[config.mk]
export PLATFORM = sky130hd
export DESIGN_NAME = ga_run_ctrl
export DESIGN_NICKNAME = d
export VERILOG_FILES = /design/src/rtl/ga_run_ctrl.sv
export SDC_FILE = /design/constraint.sdc
export NUM_CORES = 1
export LEC_CHECK = 0
export CORE_UTILIZATION = 46
export CTS_BUF_LIST = sky130_fd_sc_hd__clkbuf_2 sky130_fd_sc_hd__clkbuf_4 sky130_fd_sc_hd__clkbuf_8
export CTS_CLUSTER_DIAMETER = 80
export CTS_CLUSTER_SIZE = 10
export DETAILED_ROUTE_END_ITERATION = 6
export GPL_ROUTABILITY_DRIVEN = 1
export PLACE_DENSITY_LB_ADDON = 0.1
export SLEW_MARGIN = 10
export SYNTH_ARGS = -nofsm -noshare
export SYNTH_HDL_FRONTEND = slang
export SYNTH_SLANG_ARGS = --single-unit
[constraint.sdc]
create_clock -name CLK_i -period 3.6 [get_ports CLK_i]
set_clock_uncertainty 0.2 [all_clocks]
set_input_delay 0.72 -clock CLK_i [delete_from_list [all_inputs] [get_ports CLK_i]]
set_output_delay 0.72 -clock CLK_i [all_outputs]
set_load 0.02 [all_outputs]
[src/rtl/ga_run_ctrl.sv]
// GA run controller: launches a GA run on an enable edge, supervises it with a
// timeout, then streams the captured results as a checksummed UART byte frame.
module ga_run_ctrl #(
  parameter int         DATA_W      = 28,
  parameter int         NUM_CH      = 3,
  parameter int         TIMEOUT_CYC = 1000000,
  parameter logic [7:0] SYNC_BYTE   = 8'hA5
) (
  input  logic                     CLK_i,
  input  logic                     RST_i,
  input  logic                     EN_i,
  input  logic                     MODE_i,
  output logic                     GA_START_o,
  input  logic                     GA_FINISHED_i,
  input  logic [NUM_CH*DATA_W-1:0] GA_RESULT_i,
  output logic                     TX_DV_o,
  output logic [7:0]               TX_BYTE_o,
  input  logic                     TX_DONE_i,
  output logic                     BUSY_o,
  output logic                     TIMEOUT_o,
  output logic [7:0]               RUN_CNT_o
);
  localparam int BPC  = (DATA_W + 7) / 8;
  localparam int CHW  = BPC * 8;
  localparam int NDB  = NUM_CH * BPC;
  localparam int FLEN = 2 + NDB + 1;
  localparam int IDXW = $clog2(FLEN);
  localparam int TCW  = $clog2(TIMEOUT_CYC + 1);

  typedef enum logic [1:0] {IDLE, LAUNCH, SEND, WAIT_DONE} state_t;
  state_t state_q, state_d;

  logic                          en_q, fin_q;
  logic [TCW-1:0]                tcnt_q;
  logic [IDXW-1:0]               idx_q;
  logic [NUM_CH-1:0][CHW-1:0]    cap_q, cap_d;
  logic [NDB-1:0][7:0]           data_b;
  logic [7:0]                    chk, cur_byte;
  logic                          en_rise, fin_rise, tmo_hit, last_byte;
  logic                          launch, capture, timeout_evt, advance;

  // Channels are zero-extended to whole bytes at capture, so the packed capture
  // register is already the little-endian payload of the frame.
  for (genvar c = 0; c < NUM_CH; c++) begin : g_ch
    assign cap_d[c] = CHW'(GA_RESULT_i[c*DATA_W +: DATA_W]);
  end
  assign data_b = cap_q;

  always_comb begin
    chk = RUN_CNT_o;
    for (int i = 0; i < NDB; i++) chk = chk ^ data_b[i];
  end

  always_comb begin
    cur_byte = chk;
    if (idx_q == '0) cur_byte = SYNC_BYTE;
    else if (idx_q == IDXW'(1)) cur_byte = RUN_CNT_o;
    for (int i = 0; i < NDB; i++)
      if (idx_q == IDXW'(i + 2)) cur_byte = data_b[i];
  end

  assign en_rise   = EN_i & ~en_q;
  assign fin_rise  = GA_FINISHED_i & ~fin_q;
  assign tmo_hit   = (tcnt_q == TCW'(TIMEOUT_CYC - 1));
  assign last_byte = (idx_q == IDXW'(FLEN - 1));

  always_comb begin
    state_d     = state_q;
    launch      = 1'b0;
    capture     = 1'b0;
    timeout_evt = 1'b0;
    advance     = 1'b0;
    case (state_q)
      IDLE:
        if (en_rise) begin
          state_d = LAUNCH;
          launch  = 1'b1;
        end
      LAUNCH:
        // a finish edge on the timeout cycle still counts as a completed run
        if (fin_rise) begin
          state_d = SEND;
          capture = 1'b1;
        end else if (tmo_hit) begin
          state_d     = IDLE;
          timeout_evt = 1'b1;
        end
      SEND:
        state_d = WAIT_DONE;
      WAIT_DONE:
        if (TX_DONE_i) begin
          if (!last_byte) begin
            state_d = SEND;
            advance = 1'b1;
          end else if (MODE_i && EN_i) begin
            state_d = LAUNCH;
            launch  = 1'b1;
          end else begin
            state_d = IDLE;
          end
        end
      default:
        state_d = IDLE;
    endcase
  end

  always_ff @(posedge CLK_i) begin
    if (RST_i) begin
      state_q    <= IDLE;
      en_q       <= 1'b0;
      fin_q      <= 1'b0;
      tcnt_q     <= '0;
      idx_q      <= '0;
      cap_q      <= '0;
      GA_START_o <= 1'b0;
      BUSY_o     <= 1'b0;
      TX_DV_o    <= 1'b0;
      TX_BYTE_o  <= 8'h00;
      TIMEOUT_o  <= 1'b0;
      RUN_CNT_o  <= 8'h00;
    end else begin
      state_q    <= state_d;
      en_q       <= EN_i;
      fin_q      <= GA_FINISHED_i;
      GA_START_o <= (state_d == LAUNCH);
      BUSY_o     <= (state_d != IDLE);
      // DV trails the SEND state by one cycle so the byte comes from the
      // already-updated capture register and run counter.
      TX_DV_o    <= (state_q == SEND);
      if (state_q == SEND) TX_BYTE_o <= cur_byte;

      if (launch || state_q == IDLE) tcnt_q <= '0;
      else if (state_q == LAUNCH)    tcnt_q <= tcnt_q + 1'b1;

      if (launch)           TIMEOUT_o <= 1'b0;
      else if (timeout_evt) TIMEOUT_o <= 1'b1;

      if (capture) begin
        cap_q     <= cap_d;
        RUN_CNT_o <= RUN_CNT_o + 1'b1;
        idx_q     <= '0;
      end else if (advance) begin
        idx_q <= idx_q + 1'b1;
      end
    end
  end
endmodule

[After elaboration in Yosys (flattened, before gate mapping)]
Index checks and enable logic that the tools add are counted.
Operators by class
  mux-type cells: 34
  $add $sub $neg: 3
  eq/ne operators: 19
  reductions and logical operators: 8
  bitwise operators: 16
Operator list (number)
  $mux W8: 14
  $xor A8 B8 Y8: 9
  $eq A4 B4 Y1 const B: 7
  $xor A8 B4 Y8: 3
  $add A20 B1 Y20 const B: 1
  $eq A20 B20 Y1 const B: 1
  $eq A4 B3 Y1 const B: 4
  $mux W1: 13
  $mux W2: 5
  $add A8 B1 Y8 const B: 1
  $eq A4 B2 Y1 const B: 2
  $pmux W2 S4: 1
  $reduce_or A2 Y1: 3
  $add A4 B1 Y4 const B: 1
  $eq A2 B1 Y1 const B: 2
  $eq A2 B2 Y1 const B: 2
  $eq A4 B1 Y1 const B: 1
  $logic_not A4 Y1: 1
  $and A1 B1 Y1: 2
  $logic_not A2 Y1: 1
  $not A1 Y1: 2
  $pmux W1 S2: 1
  $reduce_bool A2 Y1: 1
  $logic_and A1 B1 Y1: 1
  $logic_or A1 B1 Y1: 1
Storage, ports and cells
  input bits: 90
  output and inout port bits: 20
  register bits: 132

[Depth between registers and ports, before layout]
Gate-level depths: netlist of the first run.
  depth after elaboration: 26
  depth in mapped cells: 10

[Worst setup path after synthesis of the first run]
OpenSTA, ideal clock, no wires.
  path kind: register to register
  start point: reg idx_q[1]
  end point: reg TX_BYTE_o[5]
  arrival time: 1.789 ns
  clock period less this slack: 2.123 ns
  cell stages (with the launch flop): 9
  path slack: 1.477 ns
  required time: 3.266 ns
  cell sequence: dfxtp_1 -> inv_1 -> ha_1 -> clkbuf_1 -> nor3_1 -> nand2b_1 -> a211oi_1 -> o311ai_1 -> o211ai_1
Between the ends
  word-level cells in the longest chain between the ends: 15
  elaborated cells on any way between the ends: 28
  classes of those cells: eq/ne: 13; mux: 14; reduce/logical: 1
RTL lines
  start: declaration: line 35  | logic [IDXW-1:0] idx_q;
  start signal: assignment: line 143  | idx_q <= idx_q + 1'b1;
  $eq A4 B1 Y1: line 57  | else if (idx_q == IDXW'(1)) cur_byte = RUN_CNT_o;
  $mux W8: line 57
  $mux W8: line 56  | if (idx_q == '0) cur_byte = SYNC_BYTE;
  $mux W8 (11 in series): line 59  | if (idx_q == IDXW'(i + 2)) cur_byte = data_b[i];
  $mux W8 (*): line 59
  end signal: assignment: line 130  | if (state_q == SEND) TX_BYTE_o <= cur_byte;
  end: declaration: line 17  | output logic [7:0] TX_BYTE_o,
Mark *: on every way between the ends. The rest lies on a longest branch, timed or not.
A chain may end at the register's enable or synchronous reset.

[Worst setup path after layout of the first run]
  start point: reg idx_q[0]
  end point: reg TX_BYTE_o[4]
Same word-level chain as after synthesis.

==> results.md, run 1 <==
- Status: finished clean
- Largest net degree at the start of global routing: 71
- Initial Util: between 40 and 50%
- Post-synth cell types: 59
- Routability cong.: 0.8925
- RSZ-0062 raised after global routing: false
- Yosys reg bits: 132
- Post-CTS setup buffer count: 0
- Worst skew pair latency: around 460 ps
- Fillers: 1,448
- Power per cell area: slightly above 400 mW/mm²
- I/O pins: 110
- DIE HEIGHT: between 100 and 150 µm
- Max-cap viol count: 0
- Worst-margin pin slew: a little over 800 ps
- CP Launch Type: register
- Routed WL: just over 20 mm
- Hold path startpoint: cap_q[59]
- Final hold viol count: 0
- Mapped Cells: about 900
- Commonest non-fill, non-tap cell in the layout: nand2_1
- WP data arrival: slightly below 3000 ps
- Antenna viol nets, final: 0
- Internal power: around 2.7 mW
- Total GRT Usage: about 27%
- Nature of the critical path endpoint: register
- Crit Path Max Fanout: 15
- Setup violations, final: 0
- # H-tree levels: 4
- Share of layout cells above drive strength 1: roughly 5.4%
- Total net switching power: 921.6 µW
- Sw Ratio: around a quarter
- Gate power share: about 15%
- WS Path Type: reg2reg
- Port bufs: 109
- First-pass GRT wire length: between 30 and 40 mm
- Syn Std Cell Area: ~0.0071 mm²
- Hold_buf cts: 0
- DP HPWL: around 15 mm
- Drc violations: 0
- Max Freq: 360.2 MHz
- Ys Warns: 0
- Area delta synth->final: 23.33%
- Vias: ~6,600
- Final core utilization: a little under 60%
- CP required: roughly 3800 ps
- Sequential share of the synthesized area: 37.14%
- CTS sink cnt: around 130
- Predominant post-synthesis flop cell: dfxtp_1
- Core area: 0.01515 mm²
- CTS Buf Count: 17
- Clock buffer depth: 2
- R2R Path Start: idx_q[0]
- Initial antenna violation count: 0
- Post-synth EDFFs: 0
- TNS Setup: 0 ps
- Worst Setup SP: idx_q[0]
- Hold Crit Class: reg2reg
- Hold_ws: slightly below 300 ps
- Drt via density: 5.504
- First-pass iteration count of the detailed router: 5
- Initial DRC count: 455
- Period utilization: 77.11%
- Worst vdd ir: 0.0003364 V
- CTS tree: yes
- Total Die Area: 0.01597 mm²
- Syn Area/Cell: 7.760 µm²
- Most frequent cells in the layout: nand2_1 (221), dfxtp_1 (132), a21oi_1 (126)
- Sequential share of power: 44.1%
- Worst-path clk slew: 80 ps
- Max-slew violation count: 0
- Root buf cell: clkbuf_8
- Asr flop ratio synth: 0%
- Grt total ovfl: 0
- Leakage: between 3 and 4 nW
- CTS resizes: 0
- Vias in the first global route: 6,215
- Syn_nets: 1,017
- Ant diodes: 0
- NumNets Final: 1,098
- Mean routed wirelength per cell: between 15 and 20 µm
- Die width: approximately 130 µm
- Min Tclk post-route: 2776 ps
- Clock power frac: between 40% and 50%
- Slew Limit Headroom: 45.21%
- Row cnt: 45
-- power by group through the flow --
| stage | Combinational, mW | Clock [mW] | Sequential, mW |
|---|---|---|---|
| 2_1_floorplan | 0.349 | 0 | 1.61 |
| 3_3_place_gp | 0.539 | 0 | 1.63 |
| 3_5_place_dp | 0.541 | 0 | 1.63 |
| 4_1_cts | 0.544 | 1.50 | 1.59 |
| 5_1_grt | 0.589 | 1.57 | 1.60 |
| 6_report | 0.540 | 1.48 | 1.59 |
-- metal layers --
layer / global-route usage (%) / wire (µm) / vias up
li1: - / - / 3287
met1: 34.13 / 8957 / 3044
met2: 44.20 / 9662 / 229
met3: 5.863 / 1307 / 39
met4: 11.69 / 519 / 0
met5: 0 / 0 / -
-- final timing paths --
path,to,slack [ps],cells past startpoint
hold / removal,cap_q[59],290,2
setup reg to reg,TX_BYTE_o[4],820,6
hold reg to reg,cap_q[59],290,2
setup / recovery,TX_BYTE_o[4],820,6
-- synthesized netlist by cell type, types with 4 or more instances --
master / n / share of area, %
buf_1: 5 / 0.26
ha_1: 10 / 1.8
nor3_1: 11 / 0.77
buf_2: 14 / 0.98
nor2b_1: 17 / 1.5
nand2_1: 221 / 12
dfxtp_1: 132 / 37
nand3b_1: 5 / 0.53
and3_1: 5 / 0.44
xnor3_1: 14 / 4.4
a31oi_1: 6 / 0.53
o21ai_1: 7 / 0.49
xor2_1: 28 / 3.4
clkbuf_1: 43 / 2.3
nor2_1: 56 / 3.0
o211ai_1: 9 / 0.95
and2_1: 4 / 0.35
inv_1: 12 / 0.63
nand3_1: 16 / 1.1
nand2b_1: 11 / 0.97
a21oi_1: 126 / 8.9
o21ai_0: 28 / 2.0
o22ai_1: 6 / 0.53
o31ai_1: 4 / 0.42
nand4_1: 13 / 1.1
xnor2_1: 56 / 6.9
-- stage by stage --
stage	worst slack (ps)	total power [mW]	instances	area [µm²]
after floorplan	1477	1.956	917	7116
after global placement	971.3	2.165	1167	8304
after detailed placement	925.8	2.168	1167	8304
after CTS	906.9	3.635	1199	8776
after global routing	680.7	3.759	1199	8776
final	823.9	3.609	1199	8776
-- layout make-up --
| cell class | instances | area, µm² | share of cell area (%) |
|---|---|---|---|
| Tap cell | 188 | 235.2 | 2.680 |
| Timing Repair Buffer | 125 | 1209 | 13.77 |
| Clock buffer | 20 | 269.0 | 3.065 |
| Sequential cell | 132 | 2643 | 30.11 |
| Clock inverter | 12 | 202.7 | 2.310 |
| Inverter | 14 | 52.55 | 0.5988 |
| Multi-Input combinational cell | 708 | 4165 | 47.46 |
-- worst max-delay path, cell delays in order (launching register included) --
cell      delay [ps]
dfxtp_1          420
ha_1             670
nor3_1           230
nand2b_1         370
a222oi_1         410
o22ai_1          140
a41o_1           250
-- kinds of logic after synthesis --
group	after synthesis	share of synthesized area [%]
mux	2	0.2814
buf+inv	77	4.414
compound gates	229	19.13
xor+xnor	98	14.77
fa+ha+maj	10	1.758
simple gates	369	22.51
flops	132	37.14
-- sequential cells by signal (all words and copies together), names as in the netlist, 2 cells and up --
name / count
cap_q: 84
idx_q: 4
state_q: 2
RUN_CNT_o: 8
TX_BYTE_o: 8
tcnt_q: 20
No activity file was read; power rests on OpenSTA's default activity.
==> run 2: changes to the inputs <==
clock period = 2.6 ns   (was 3.6 ns; I/O delays follow)
==> results.md, run 2 (synthesis gave the netlist of run 1 again) <==
- Drc violations: 0 (unchanged)
- DP HPWL: 15.39 mm (was 14.76 mm)
- Antenna viol nets, final: 0 (unchanged)
- Drt via density: 5.541 (was 5.504)
- Share of layout cells above drive strength 1: 8.085% (was 5.440%)
- Max stage delay on crit path: 670 ps (about the same)
- Worst path slowest cell: clkdlybuf4s50_1 (was ha_1)
- Power per cell area: 570.8 mW/mm² (was 411.2 mW/mm²)
- Cells along the critical path: clkdlybuf4s50_1 (was ha_1 -> nor3_1 -> nand2b_1 -> a222oi_1 -> o22ai_1 -> a41o_1)
- Area delta synth->final: 27.18% (was 23.33%)
- NumNets Final: 1,126 (was 1,098)
- Vias in the first global route: 6,451 (was 6,215)
- Worst-margin pin slew: 732.8 ps (was 820.2 ps)
- Commonest non-fill, non-tap cell in the layout: nand2_1 (unchanged)
- Crit path max-delay family: buffers and inverters (was compound AO/OA/AOI/OAI gates)
- Port bufs: 109 (unchanged)
- Worst-path clk slew: 70 ps (was 80 ps)
- CTS tree: yes (unchanged)
- Mean routed wirelength per cell: 16.84 µm (was 17.05 µm)
- Status: finished clean (unchanged)
- Total Die Area: 0.01597 mm² (unchanged)
- Top Registers: cap_q (84), tcnt_q (20) (unchanged)
- Worst skew pair latency: 460 ps (about the same)
- Min Tclk post-route: ~2400 ps
- CTS Buf Count: 17 (unchanged)
- Crit Path Max Fanout: 6 (was 15)
- WP data arrival: 1670 ps (was 2940 ps)
- Design Area, Final: 0.009050 mm² (was 0.008776 mm²)
- Grt total ovfl: 0 (unchanged)
- First-pass GRT wire length: 33.50 mm (was 33.02 mm)
- Hold Crit Class: in2reg (was reg2reg)
- CP required: 1880 ps (was 3760 ps)
- Die width: 126.4 µm (unchanged)
- Routed WL: 20.66 mm (was 20.45 mm)
- Fillers: 1,423 (was 1,448)
- Initial DRC count: 468 (was 455)
- Max Freq: about 420 MHz
- Slew Limit Headroom: 51.14% (was 45.21%)
- Vias: 6,799 (was 6,599)
- Nature of the critical path endpoint: primary output (was register)
- Clock buffer depth: 2 (unchanged)
- Ant diodes: 0 (unchanged)
- Largest reg by FF count: cap_q (unchanged)
- Cell Area, Placed: 0.008539 mm² (was 0.008304 mm²)
- Core area: 0.01515 mm² (unchanged)
- Max FFs per register: 84 (unchanged)
- Largest net degree at the start of global routing: 68 (was 71)
- Max-slew violation count: 0 (unchanged)
- Root buf cell: clkbuf_8 (unchanged)
- Total GRT Usage: 27.26% (was 26.94%)
- Period utilization: around nine tenths
- DIE HEIGHT: 126.4 µm (unchanged)
- CTS sink cnt: 132 (unchanged)
- Routability cong.: 0.9663 (was 0.8925)
- Setup violations, final: 0 (unchanged)
- Initial antenna violation count: 0 (unchanged)
- TNS Setup: 0 ps (unchanged)
- Final hold viol count: 0 (unchanged)
- RSZ-0062 raised after global routing: false (unchanged)
- CP Launch Type: register (unchanged)
- WP buf/inv: 1 (was 0)
- Worst vdd ir: 0.0004214 V (was 0.0003364 V)
- First-pass iteration count of the detailed router: 5 (unchanged)
- Most frequent cells in the layout: nand2_1 (221), dfxtp_1 (132), a21oi_1 (126) (unchanged)
- # H-tree levels: 4 (unchanged)
- Final core utilization: 59.75% (was 57.94%)
- I/O pins: 110 (unchanged)
- Max-cap viol count: 0 (unchanged)
- Leakage: 3.300 nW (was 3.120 nW)
- Initial Util: 46.98% (unchanged)
- WS Path Type: reg2out (was reg2reg)
- Row cnt: 45 (unchanged)
[run 2: changes by cell type in the layout (fill, tap and decap cells not counted), sizes merged]
cell	delta
clkinvlp	-2
bufinv	+2
inv	+1
clkbuf	-1
buf	+28
[run 2: worst paths after layout]
| path | from | to | slack [ps] | cells after the start |
|---|---|---|---|---|
| setup / recovery | RUN_CNT_o[2] | RUN_CNT_o[2] | 210 | 1 |
| hold / removal | RST_i | TX_DV_o | 80 | 2 |
| setup reg to reg | idx_q[2] | TX_BYTE_o[4] | 270 | 6 |
| hold reg to reg | cap_q[27] | cap_q[27] | 290 | 2 |
[run 2: layer usage]
metal  share of wire (%)  wire length (µm)  vias up  track usage (%)
li1                    -                 -     3346                -
met1                  43              8813     3167            33.76
met2                  48              9879      239            45.24
met3                 6.6              1372       47            7.043
met4                 2.9               597        0            10.91
met5                   0                 0        -                0
[run 2: area by class of cell]
class	instances	area (µm²)	share of cell area, %
clock buffer	19	255.2	2.820
sequential	132	2643	29.20
inverter	14	52.55	0.5807
clock inverter	13	252.7	2.793
multi-input combinational	708	4168	46.05
timing repair buffer	153	1444	15.95
tap	188	235.2	2.599
[run 2: power breakdown]
part | internal, mW | switching, mW
Combinational | 0.425 | 0.343
Clock | 1.37 | 0.826
Sequential | 2.10 | 0.0947
[run 2: what timing repair did]
action                     CTS  global route
hold buffers                 0             0
setup endpoints to repair    0             1
resized for setup            0             1
setup buffers                0             0
[run 2: per-stage QoR]
stage / worst slack, ps / std cells / total power [mW] / hold slack [ps]
floorplan: 477.4 / 917 / 2.709 / 250.0
global placement: 173.7 / 1195 / 3.010 / 273.7
detailed placement: 154.3 / 1195 / 3.016 / 278.5
CTS: 174.0 / 1227 / 5.209 / 45.53
global route: 73.00 / 1227 / 5.376 / 67.07
finish: 213.2 / 1227 / 5.166 / 81.30
==> run 3: changes to the inputs <==
GPL_ROUTABILITY_DRIVEN = 0   (was 1)
SLEW_MARGIN = default   (was 10)
==> results.md, run 3 (synthesis gave the netlist of run 1 again) <==
- Drc violations: 0 (unchanged)
- CTS Buf Count: 17 (unchanged)
- Most frequent cells in the layout: nand2_1 (221), dfxtp_1 (132), a21oi_1 (126) (unchanged)
- Clock buffer depth: 2 (unchanged)
- Worst skew pair latency: 450 ps (was 460 ps)
- Antenna viol nets, final: 0 (unchanged)
- Gate power share: 16.9% (was 14.9%)
- NumNets Final: 1,126 (unchanged)
- TNS Setup: 0 ps (unchanged)
- Worst-margin pin slew: 752.7 ps (was 732.8 ps)
- WP data arrival: 2590 ps (was 1670 ps)
- Leakage: 3.241 nW (was 3.300 nW)
- Port bufs: 109 (unchanged)
- Top Registers: cap_q (84), tcnt_q (20) (unchanged)
- CTS sink cnt: 132 (unchanged)
- Core area: 0.01515 mm² (unchanged)
- Commonest non-fill, non-tap cell in the layout: nand2_1 (unchanged)
- Root buf cell: clkbuf_8 (unchanged)
- Slew Limit Headroom: 49.82% (was 51.14%)
- Worst vdd ir: 0.0003466 V (was 0.0004214 V)
- Max-slew violation count: 0 (unchanged)
- Min Tclk post-route: 2404 ps (was 2387 ps)
- Drt via density: 5.498 (was 5.541)
- Ant diodes: 0 (unchanged)
- WS Path Type: reg2reg (was reg2out)
- Clock power frac: 35.6% (was 42.5%)
- Period utilization: 92.47% (was 91.80%)
- Status: finished clean (unchanged)
- I/O pins: 110 (unchanged)
- Row cnt: 45 (unchanged)
- First-pass iteration count of the detailed router: 5 (unchanged)
- Grt total ovfl: 0 (unchanged)
- Largest reg by FF count: cap_q (unchanged)
- Share of layout cells above drive strength 1: 7.996% (was 8.085%)
- First-pass GRT wire length: 32.98 mm (was 33.50 mm)
- DP HPWL: 15.61 mm (was 15.39 mm)
- Routed WL: 20.95 mm (was 20.66 mm)
- Power per cell area: 519.0 mW/mm² (was 570.8 mW/mm²)
- Total Die Area: 0.01597 mm² (unchanged)
- Setup violations, final: 0 (unchanged)
- RSZ-0062 raised after global routing: false (unchanged)
- Initial antenna violation count: 0 (unchanged)
- CP required: 2790 ps (was 1880 ps)
- Final core utilization: 58.94% (was 59.75%)
- Worst-path clk slew: 80 ps (was 70 ps)
- Vias: 6,741 (was 6,799)
- Total GRT Usage: 26.97% (was 27.26%)
- Tot Pwr: 4.633 mW (was 5.166 mW)
- DIE HEIGHT: 126.4 µm (unchanged)
- Crit Path Max Fanout: 7 (was 6)
- Total net switching power: 1.258 mW (was 1.264 mW)
- Hold Crit Class: in2reg (unchanged)
- Internal power: 3.375 mW (was 3.902 mW)
- Max Freq: 415.9 MHz (was 419.0 MHz)
- Sequential share of power: 47.5% (was 42.6%)
- Area delta synth->final: 25.46% (was 27.18%)
- Nature of the critical path endpoint: register (was primary output)
- Largest net degree at the start of global routing: 67 (was 68)
- Vias in the first global route: 6,156 (was 6,451)
- Initial DRC count: 538 (was 468)
- # H-tree levels: 4 (unchanged)
- Sw Ratio: 27.16% (was 24.47%)
- Final hold viol count: 0 (unchanged)
- CP Launch Type: register (unchanged)
- Initial Util: 46.98% (unchanged)
- Max FFs per register: 84 (unchanged)
- Mean routed wirelength per cell: 17.08 µm (was 16.84 µm)
- Max-cap viol count: 0 (unchanged)
- Die width: 126.4 µm (unchanged)
- CTS tree: yes (unchanged)
-- run 3: power groups by stage --
stage / clock network (mW) / logic (mW) / registers, mW
3_3_place_gp: 0 / 0.782 / 2.24
2_1_floorplan: 0 / 0.483 / 2.23
4_1_cts: 1.68 / 0.786 / 2.20
3_5_place_dp: 0 / 0.784 / 2.25
6_report: 1.65 / 0.784 / 2.20
5_1_grt: 1.79 / 0.853 / 2.21
-- run 3: worst paths after layout --
kind	from	cells after the start	slack, ps	to
setup / recovery	idx_q[0]	7	200	TX_BYTE_o[0]
hold / removal	RST_i	2	90	TX_DV_o
setup reg to reg	idx_q[0]	7	200	TX_BYTE_o[0]
hold reg to reg	cap_q[57]	2	290	cap_q[57]
-- run 3: final cells by class --
cell class                      instances  area, µm²
Tap cell                              188      235.2
Clock buffer                           17      234.0
Fill cell                            1449       6218
Inverter                               14      52.55
Multi-Input combinational cell        708       4168
Sequential cell                       132       2643
Timing Repair Buffer                  153       1456
Clock inverter                         14      138.9
-- run 3: timing repair --
action	CTS	global route
gates resized for setup	0	1
buffers inserted	0	0
setup endpoints to repair	0	1
hold buffers	0	0
-- run 3: metrics by stage --
stage	setup WS, ps	area [µm²]	hold WS, ps	cells
floorplan	477.4	7116	250.0	917
global placement	179.3	8552	271.6	1195
detailed placement	167.6	8552	280.7	1195
CTS	201.9	8925	57.33	1226
global route	46.48	8927	57.51	1226
finish	195.8	8927	91.54	1226
-- run 3: layer usage --
| layer | vias up | track usage, % | part of all wire (%) |
|---|---|---|---|
| met3 | 45 | 5.947 | 7.7 |
| met1 | 3098 | 35.55 | 43 |
| li1 | 3331 | - | - |
| met2 | 267 | 42.77 | 47 |
| met5 | - | 0 | 0 |
| met4 | 0 | 11.13 | 3.0 |
-- run 3: worst max-delay path: stages (launching register included) --
cell	delay (ps)
dfxtp_1	410
ha_1	410
buf_4	220
nand2_1	70
a2111oi_0	480
o21ai_0	180
a31o_1	250
a21oi_1	130
